[src/rtl/imm_datapath_controller.sv]
// ============================================================================
// Module      : imm_datapath_controller
// Description : Multi-cycle control FSM that sequences fetch/decode/execute/
//               memory/writeback and drives datapath enables and selects.
// Revision    : 1.0 - initial release
// ============================================================================
`timescale 1ns/1ps
`default_nettype none

module imm_datapath_controller #(
    parameter int MEM_WAIT = 1
) (
    input  logic        Clk,
    input  logic        Reset,
    input  logic [31:0] Instr,
    input  logic        ALU_zero,
    output logic        PC_LdEn,
    output logic        PC_sel,
    output logic        IR_LdEn,
    output logic        RF_WrEn,
    output logic        RF_WrData_sel,
    output logic        RF_B_sel,
    output logic        ALU_Bin_sel,
    output logic [3:0]  ALU_func,
    output logic [1:0]  ImmExt_sel,
    output logic        MEM_WrEn,
    output logic        ByteOp
);

    localparam logic [3:0] c_ST_IF      = 4'd0;
    localparam logic [3:0] c_ST_DEC     = 4'd1;
    localparam logic [3:0] c_ST_EXEC_R  = 4'd2;
    localparam logic [3:0] c_ST_EXEC_I  = 4'd3;
    localparam logic [3:0] c_ST_ADDR_LD = 4'd4;
    localparam logic [3:0] c_ST_ADDR_ST = 4'd5;
    localparam logic [3:0] c_ST_MEM_RD  = 4'd6;
    localparam logic [3:0] c_ST_MEM_WR  = 4'd7;
    localparam logic [3:0] c_ST_WB_ALU  = 4'd8;
    localparam logic [3:0] c_ST_WB_MEM  = 4'd9;
    localparam logic [3:0] c_ST_PC_UPD  = 4'd10;
    localparam logic [3:0] c_ST_BRANCH  = 4'd11;

    localparam logic [5:0] c_OP_RTYPE = 6'b100000;
    localparam logic [5:0] c_OP_LI    = 6'b111000;
    localparam logic [5:0] c_OP_LUI   = 6'b111001;
    localparam logic [5:0] c_OP_ADDI  = 6'b110000;
    localparam logic [5:0] c_OP_ANDI  = 6'b110010;
    localparam logic [5:0] c_OP_ORI   = 6'b110011;
    localparam logic [5:0] c_OP_LB    = 6'b000011;
    localparam logic [5:0] c_OP_LW    = 6'b001111;
    localparam logic [5:0] c_OP_SB    = 6'b000111;
    localparam logic [5:0] c_OP_SW    = 6'b011111;
    localparam logic [5:0] c_OP_BEQ   = 6'b000000;
    localparam logic [5:0] c_OP_BNE   = 6'b000001;
    localparam logic [5:0] c_OP_B     = 6'b111111;

    localparam logic [3:0] c_WAIT_LAST = 4'(MEM_WAIT - 1);

    logic [3:0] r_state;
    logic [3:0] r_cnt;
    logic [5:0] r_opcode;
    logic [3:0] r_func;

    logic [3:0] w_next;
    logic [3:0] w_cnt_next;
    logic       w_cnt_done;
    logic [5:0] w_dec_op;
    logic       w_unused;

    logic       w_pc_ld;
    logic       w_pc_sel;
    logic       w_ir_ld;
    logic       w_rf_wr;
    logic       w_rf_wds;
    logic       w_rf_b_sel;
    logic       w_bin_sel;
    logic [3:0] w_alu_func;
    logic [1:0] w_imm_sel;
    logic       w_mem_wr;
    logic       w_byte;

    assign w_dec_op   = Instr[31:26];
    assign w_unused   = ^Instr[25:4];
    assign w_cnt_done = (r_cnt == c_WAIT_LAST);

    // Every state change restarts the wait counter so each multi-cycle state begins at 0.
    always_comb begin
        w_cnt_next = r_cnt;
        if (w_next != r_state) begin
            w_cnt_next = 4'd0;
        end else if (!w_cnt_done) begin
            w_cnt_next = r_cnt + 4'd1;
        end
    end

    always_ff @(posedge Clk or posedge Reset) begin
        if (Reset) begin
            r_state  <= c_ST_IF;
            r_cnt    <= 4'd0;
            r_opcode <= 6'd0;
            r_func   <= 4'd0;
        end else begin
            r_state <= w_next;
            r_cnt   <= w_cnt_next;
            if (r_state == c_ST_DEC) begin
                r_opcode <= Instr[31:26];
                r_func   <= Instr[3:0];
            end
        end
    end

    always_comb begin
        w_next     = r_state;
        w_pc_ld    = 1'b0;
        w_pc_sel   = 1'b0;
        w_ir_ld    = 1'b0;
        w_rf_wr    = 1'b0;
        w_rf_wds   = 1'b0;
        w_rf_b_sel = 1'b0;
        w_bin_sel  = 1'b0;
        w_alu_func = 4'b0000;
        w_imm_sel  = 2'b00;
        w_mem_wr   = 1'b0;
        w_byte     = 1'b0;
        case (r_state)
            c_ST_IF: begin
                w_ir_ld = 1'b1;
                if (w_cnt_done) w_next = c_ST_DEC;
            end
            c_ST_DEC: begin
                case (w_dec_op)
                    c_OP_RTYPE:                                      w_next = c_ST_EXEC_R;
                    c_OP_LI, c_OP_LUI, c_OP_ADDI, c_OP_ANDI, c_OP_ORI: w_next = c_ST_EXEC_I;
                    c_OP_LB, c_OP_LW:                                w_next = c_ST_ADDR_LD;
                    c_OP_SB, c_OP_SW:                                w_next = c_ST_ADDR_ST;
                    c_OP_BEQ, c_OP_BNE, c_OP_B:                      w_next = c_ST_BRANCH;
                    default: begin
                        // Unknown opcode: skip it by advancing to PC+4.
                        w_next  = c_ST_IF;
                        w_pc_ld = 1'b1;
                    end
                endcase
            end
            c_ST_EXEC_R: begin
                w_alu_func = r_func;
                w_next     = c_ST_WB_ALU;
            end
            c_ST_EXEC_I: begin
                // li/lui rely on the datapath supplying R0 as operand A.
                w_bin_sel = 1'b1;
                case (r_opcode)
                    c_OP_ANDI: begin w_imm_sel = 2'b01; w_alu_func = 4'b0010; end
                    c_OP_ORI:  begin w_imm_sel = 2'b01; w_alu_func = 4'b0011; end
                    c_OP_LUI:  w_imm_sel = 2'b10;
                    default:   w_imm_sel = 2'b00;
                endcase
                w_next = c_ST_WB_ALU;
            end
            c_ST_ADDR_LD: begin
                w_bin_sel = 1'b1;
                w_next    = c_ST_MEM_RD;
            end
            c_ST_ADDR_ST: begin
                w_bin_sel = 1'b1;
                w_next    = c_ST_MEM_WR;
            end
            c_ST_MEM_RD: begin
                w_byte = (r_opcode == c_OP_LB);
                if (w_cnt_done) w_next = c_ST_WB_MEM;
            end
            c_ST_MEM_WR: begin
                w_mem_wr   = 1'b1;
                w_rf_b_sel = 1'b1;
                w_byte     = (r_opcode == c_OP_SB);
                if (w_cnt_done) w_next = c_ST_PC_UPD;
            end
            c_ST_WB_ALU: begin
                w_rf_wr = 1'b1;
                w_pc_ld = 1'b1;
                w_next  = c_ST_IF;
            end
            c_ST_WB_MEM: begin
                w_rf_wr  = 1'b1;
                w_rf_wds = 1'b1;
                w_pc_ld  = 1'b1;
                w_next   = c_ST_IF;
            end
            c_ST_PC_UPD: begin
                w_pc_ld = 1'b1;
                w_next  = c_ST_IF;
            end
            c_ST_BRANCH: begin
                w_imm_sel  = 2'b11;
                w_alu_func = 4'b0001;
                w_rf_b_sel = 1'b1;
                w_pc_ld    = 1'b1;
                w_pc_sel   = (r_opcode == c_OP_B) ||
                             ((r_opcode == c_OP_BEQ) &&  ALU_zero) ||
                             ((r_opcode == c_OP_BNE) && !ALU_zero);
                w_next     = c_ST_IF;
            end
            default: w_next = c_ST_IF;
        endcase
    end

    // Outputs are forced quiet while Reset is held, including mid-access.
    assign PC_LdEn       = w_pc_ld    & ~Reset;
    assign PC_sel        = w_pc_sel   & ~Reset;
    assign IR_LdEn       = w_ir_ld    & ~Reset;
    assign RF_WrEn       = w_rf_wr    & ~Reset;
    assign RF_WrData_sel = w_rf_wds   & ~Reset;
    assign RF_B_sel      = w_rf_b_sel & ~Reset;
    assign ALU_Bin_sel   = w_bin_sel  & ~Reset;
    assign ALU_func      = Reset ? 4'b0000 : w_alu_func;
    assign ImmExt_sel    = Reset ? 2'b00   : w_imm_sel;
    assign MEM_WrEn      = w_mem_wr   & ~Reset;
    assign ByteOp        = w_byte     & ~Reset;

endmodule

`default_nettype wire
[config.mk]
export PLATFORM = sky130hd
export DESIGN_NAME = imm_datapath_controller
export DESIGN_NICKNAME = d
export VERILOG_FILES = /design/src/rtl/imm_datapath_controller.sv
export SDC_FILE = /design/constraint.sdc
export NUM_CORES = 1
export LEC_CHECK = 0
export CAP_MARGIN = 20
export CORE_MARGIN = 8
export CORE_UTILIZATION = 40
export CTS_CLUSTER_SIZE = 16
export DETAILED_ROUTE_END_ITERATION = 6
export PLACE_DENSITY = 0.7
export SLEW_MARGIN = 25
export SYNTH_ARGS = -nofsm -noshare
export SYNTH_HDL_FRONTEND = slang
export SYNTH_SLANG_ARGS = --single-unit
[constraint.sdc]
create_clock -name Clk -period 4.6 [get_ports Clk]
set_clock_uncertainty 0.1 [all_clocks]
set_input_delay 0.92 -clock Clk [delete_from_list [all_inputs] [get_ports Clk]]
set_output_delay 0.92 -clock Clk [all_outputs]
set_load 0.03 [all_outputs]
Word-level counts from Yosys, hierarchy flattened
Index checks and enable logic that the tools add are counted.

Equal/unequal tests: 32. Bitwise operators: 10. Mux-type cells: 23. Add/subtract/negate cells: 1. Reductions and logical operators: 20.

Operator list (number): $eq A6 B6 Y1 const B (11); $pmux W4 S7 (1); $mux W4 (6); $pmux W4 S5 (1); $eq A4 B3 Y1 const B (4); $eq A4 B4 Y1 const B (4); $reduce_or A13 Y1 (1); $eq A6 B1 Y1 const B (2); $eq A6 B2 Y1 const B (2); $eq A6 B3 Y1 const B (2); $logic_not A6 Y1 (2); $pmux W2 S2 (3); $pmux W4 S3 (1); $reduce_or A2 Y1 (6); $and A1 B1 Y1 (9); $eq A4 B2 Y1 const B (2); $logic_not A4 Y1 (2); $mux W1 (8); $eq A6 B4 Y1 const B (1); $eq A6 B5 Y1 const B (1); $reduce_or A3 Y1 (2); $reduce_or A5 Y1 (1); $add A4 B1 Y4 const B (1); $eq A4 B1 Y1 const B (1); 9 further kinds (12).

Word-level logic and storage cells: 90. Register bits: 18. Output and inout bits: 15. Input bits: 35.

Depth between registers and ports, before layout
Depth in word-level cells: 6. Depth in mapped cells: 8. Gate-level depth less buffers: 7.

Worst setup path after synthesis
Ideal clock, no wire load.

Kind: input port to output port. Start point: in Reset. End point: out PC_sel. Buffers on the path: 0. Required time: 3.580 ns. Slack: 1.276 ns. Arrival time: 2.304 ns. Stages on the path: 3. Cells stage by stage: inv_1 nand3_1 nor3_1.

Cells in the longest elaborated chain, start to end: 2.

RTL lines: from (decl) (RTL line 14) `input logic Reset,`; $not A1 Y1 (RTL line 208) `assign PC_sel = w_pc_sel & ~Reset;`; $and A1 B1 Y1 (RTL line 208); to (decl) (RTL line 18) `output logic PC_sel,`.

Every way passes these cells.

Worst setup path after layout
Start point: in Instr[28]. End point: out PC_LdEn.

Cells in the longest elaborated chain, start to end: 5. Elaborated cells between the ends (all ways): 17. Classes of those cells: eq/ne: 12; mux: 2; bitwise: 1; reduce/logical: 2.

RTL lines: from (decl) (RTL line 15) `input logic [31:0] Instr,`; $eq A6 B1 Y1 (tied with other cells) (RTL line 131) `case (w_dec_op)`; $reduce_or A13 Y1 (no source line) (*); $mux W1 (*) (RTL line 131); $pmux W1 S2 (*) (RTL line 125) `case (r_state)`; $and A1 B1 Y1 (*) (RTL line 207) `assign PC_LdEn = w_pc_ld & ~Reset;`; to (decl) (RTL line 17) `output logic PC_LdEn,`.

Mark *: on every way between the ends. The rest lies on a longest branch, timed or not.

==> metrics <==
die area 5500 µm²; share of layout cells above drive strength 1 0.129; Residual DRC 0; CTS buffer count 3; I/O Pins 50; fill cell count 309; drt via density 5.62; initial DRC count 72; Slew Viols, Final 0; nets 210; Initial Utilization 0.412; CTS Buffer Depth 2; vias in the first global route 1196; CP required 3.58 ns; Tot GR Track Use 0.127; Sequential Power Share 0.387; Final setup viols 0; first-pass GRT wire length 5.60 mm; WHS Path Cells 1; hold crit path type reg -> reg; worst reg2reg path depth 4; Crit. End Element primary output; CORE AREA 3280 µm²; Skew-Pair Late Insertion Delay 0.29 ns; largest net degree at the start of global routing 19; Gate power share 0.514; Avg Cell Area, Syn 9.09 µm²; sequential area share after synthesis 0.333; Total Wirelength 3.23 mm; clk sinks 18; Mapped Cells 149; Synth-to-Final Area Change 22.6%; antenna-violating nets left 0; clock slew at reported path FFs 0.10 ns; die width 74.2 µm; Area contributors post-synth dfrtp_1 (33%), mux2_2 (8.3%), a21oi_1 (3.3%); Power Internal 469 µW; area leader, netlist dfrtp_1; final hold vios 0; Reg area 450 µm²; unrepaired setup endpoints after global routing false; CTS tree yes; Fin Setup TNS 0 ns; setup bufs post-CTS 0; run status finished, final reports clean; Post-Syn Area 1350 µm²; Post-CTS Hold Buffers 0; Data arrival, critical path 3.12 ns; Worst VDD drop 0.261 mV; dpl cells 214; GPL Wtd Cong 0.808; Final min period 4.14 ns; leakage power 0.000611 µW; antenna violations before repair 0; Yosys cell types 49; total iterations of the first detailed-routing run 4; Finished Core Util 0.506; sw frac 0.431; Synth top area share 0.333; Cell Pwr Density 496 nW/µm²; Least-Margin Pin Slew 0.562 ns; register bit total from synthesis 18; critical path type in -> out; Worst Path Max Fanout 10; Multi-input gate area 830 µm²; worst hold slack 0.412 ns; FMAX 242 MHz; row cnt 21; port bufs 27; max cap viols 0; # diodes 0; CP Launch Type primary input; Remaining Overflow, GRT 0; final std cells w/o fill 217; Ys Warns 0; Clk Tree Root Cell clkbuf_4; H-tree depth 1; Slew HR 0.625; post-CTS sizing 0; fin crit share 0.900; die height 74.2 µm; post-synthesis net count 186; dpl hpwl 2.46 mm; proportion of power drawn by the clock network 0.099; switching power 354 µW; vias post-DR 1219; post-DR wirelength/cell 14.9 µm
==> state kept, by name, summed over array words and instances (netlist names) <==
signal,cells
r_func,4
r_cnt,4
r_state,4
r_opcode,6
==> cell families (layout without fill, tap and decap cells) <==
| logic type | count (synthesis) | after routing | synth area share |
|---|---|---|---|
| DFF | 18 | 18 | 0.333 |
| AOI/OAI and AO/OA | 31 | 31 | 0.169 |
| adders and majority gates | 2 | 2 | 0.0185 |
| xor gates and xnor gates | 5 | 5 | 0.0323 |
| muxes | 11 | 11 | 0.0906 |
| buffers and inverters | 14 | 36 | 0.0545 |
| and+or+nand+nor | 68 | 68 | 0.302 |
==> routing by layer <==
metal,global-route usage,up-vias,wire length (µm)
li1,-,595,-
met1,0.162,596,1480
met2,0.202,26,1530
met3,0.0350,2,203
met4,0.0399,0,14
met5,0,-,0
==> cells in the final DEF (no fill, tap or decap), types with 2 or more instances in the layout <==
cell,instances
a22oi_1,2
clkdlybuf4s50_1,27
nor4_1,4
a211oi_1,2
inv_1,4
dfrtp_1,18
nand3_1,8
or3b_1,2
nor2b_1,2
clkbuf_4,3
o21bai_1,3
or3_1,2
nand2b_1,6
nor2_1,8
nor3_1,8
nor3b_1,4
and3_1,3
mux2_2,10
o21ai_0,3
nand3b_1,2
xnor2_1,4
ha_1,2
nand2_1,10
a21oi_1,9
buf_4,2
==> worst max-delay path: stages <==
cell and delay (ns):
clkdlybuf4s50_1 0.67, o21ai_0 0.18, o221ai_2 0.23, o2bb2ai_1 0.14, nand3b_1 0.10, a21oi_1 0.18, clkdlybuf4s50_1 0.70
==> cell type report <==
cell class                      instances  share of cell area
Clock buffer                            3              0.0136
Timing Repair Buffer                   29               0.172
Multi-Input combinational cell        117               0.500
Inverter                                4             0.00904
Sequential cell                        18               0.271
Tap cell                               46              0.0347
==> synth_stat cells, drive strengths merged <==
master   instances
a22oi            2
and3             4
clkbuf           5
nand4            1
mux2i            1
nor4             4
or3              2
o2111ai          1
o2bb2ai          1
xor2             1
xnor2            4
o22ai            1
buf              5
nand3            8
a21o             1
a211oi           2
nor4b            2
nor2b            3
o32ai            1
mux2            10
ha               2
nor2             8
a2bb2oi          1
nand3b           2
o21a             1
and2b            1
inv              4
a21oi           10
or3b             2
and2             1
or2              1
nor3             8
nand2b           6
o21ai            3
o221ai           1
o311a            1
nor3b            4
and4             1
a31oi            1
a2111oi          1
dfrtp           18
o21bai           3
nand2           10
==> per-stage QoR <==
stage | worst slack (ns) | instance area, µm² | total power (µW)
2_1_floorplan | 1.28 | 1350 | 627
3_3_place_gp | 0.469 | 1640 | 737
3_5_place_dp | 0.461 | 1640 | 744
4_1_cts | 0.453 | 1660 | 828
5_1_grt | 0.257 | 1660 | 889
6_report | 0.461 | 1660 | 823
==> worst paths after layout <==
kind,endpoint,slack [ns],from
max reg2reg,r_func[0]$_DFFE_PP0P_,2.57,r_state[0]$_DFF_PP0_
min,r_func[3]$_DFFE_PP0P_,0.41,r_func[3]$_DFFE_PP0P_
min reg2reg,r_func[3]$_DFFE_PP0P_,0.41,r_func[3]$_DFFE_PP0P_
min in group asynchronous,r_func[2]$_DFFE_PP0P_,1.01,Reset
max in group asynchronous,r_cnt[2]$_DFFE_PP0P_,3.18,Reset
max,PC_LdEn,0.46,Instr[28]
==> power by group through the flow <==
stage | Sequential [µW] | Combinational, µW | Clock [µW]
2_1_floorplan | 268 | 359 | 0
3_3_place_gp | 319 | 418 | 0
3_5_place_dp | 321 | 423 | 0
4_1_cts | 317 | 427 | 84.1
5_1_grt | 336 | 463 | 91.0
6_report | 318 | 423 | 81.5
Power figures use the tool's default switching activity.
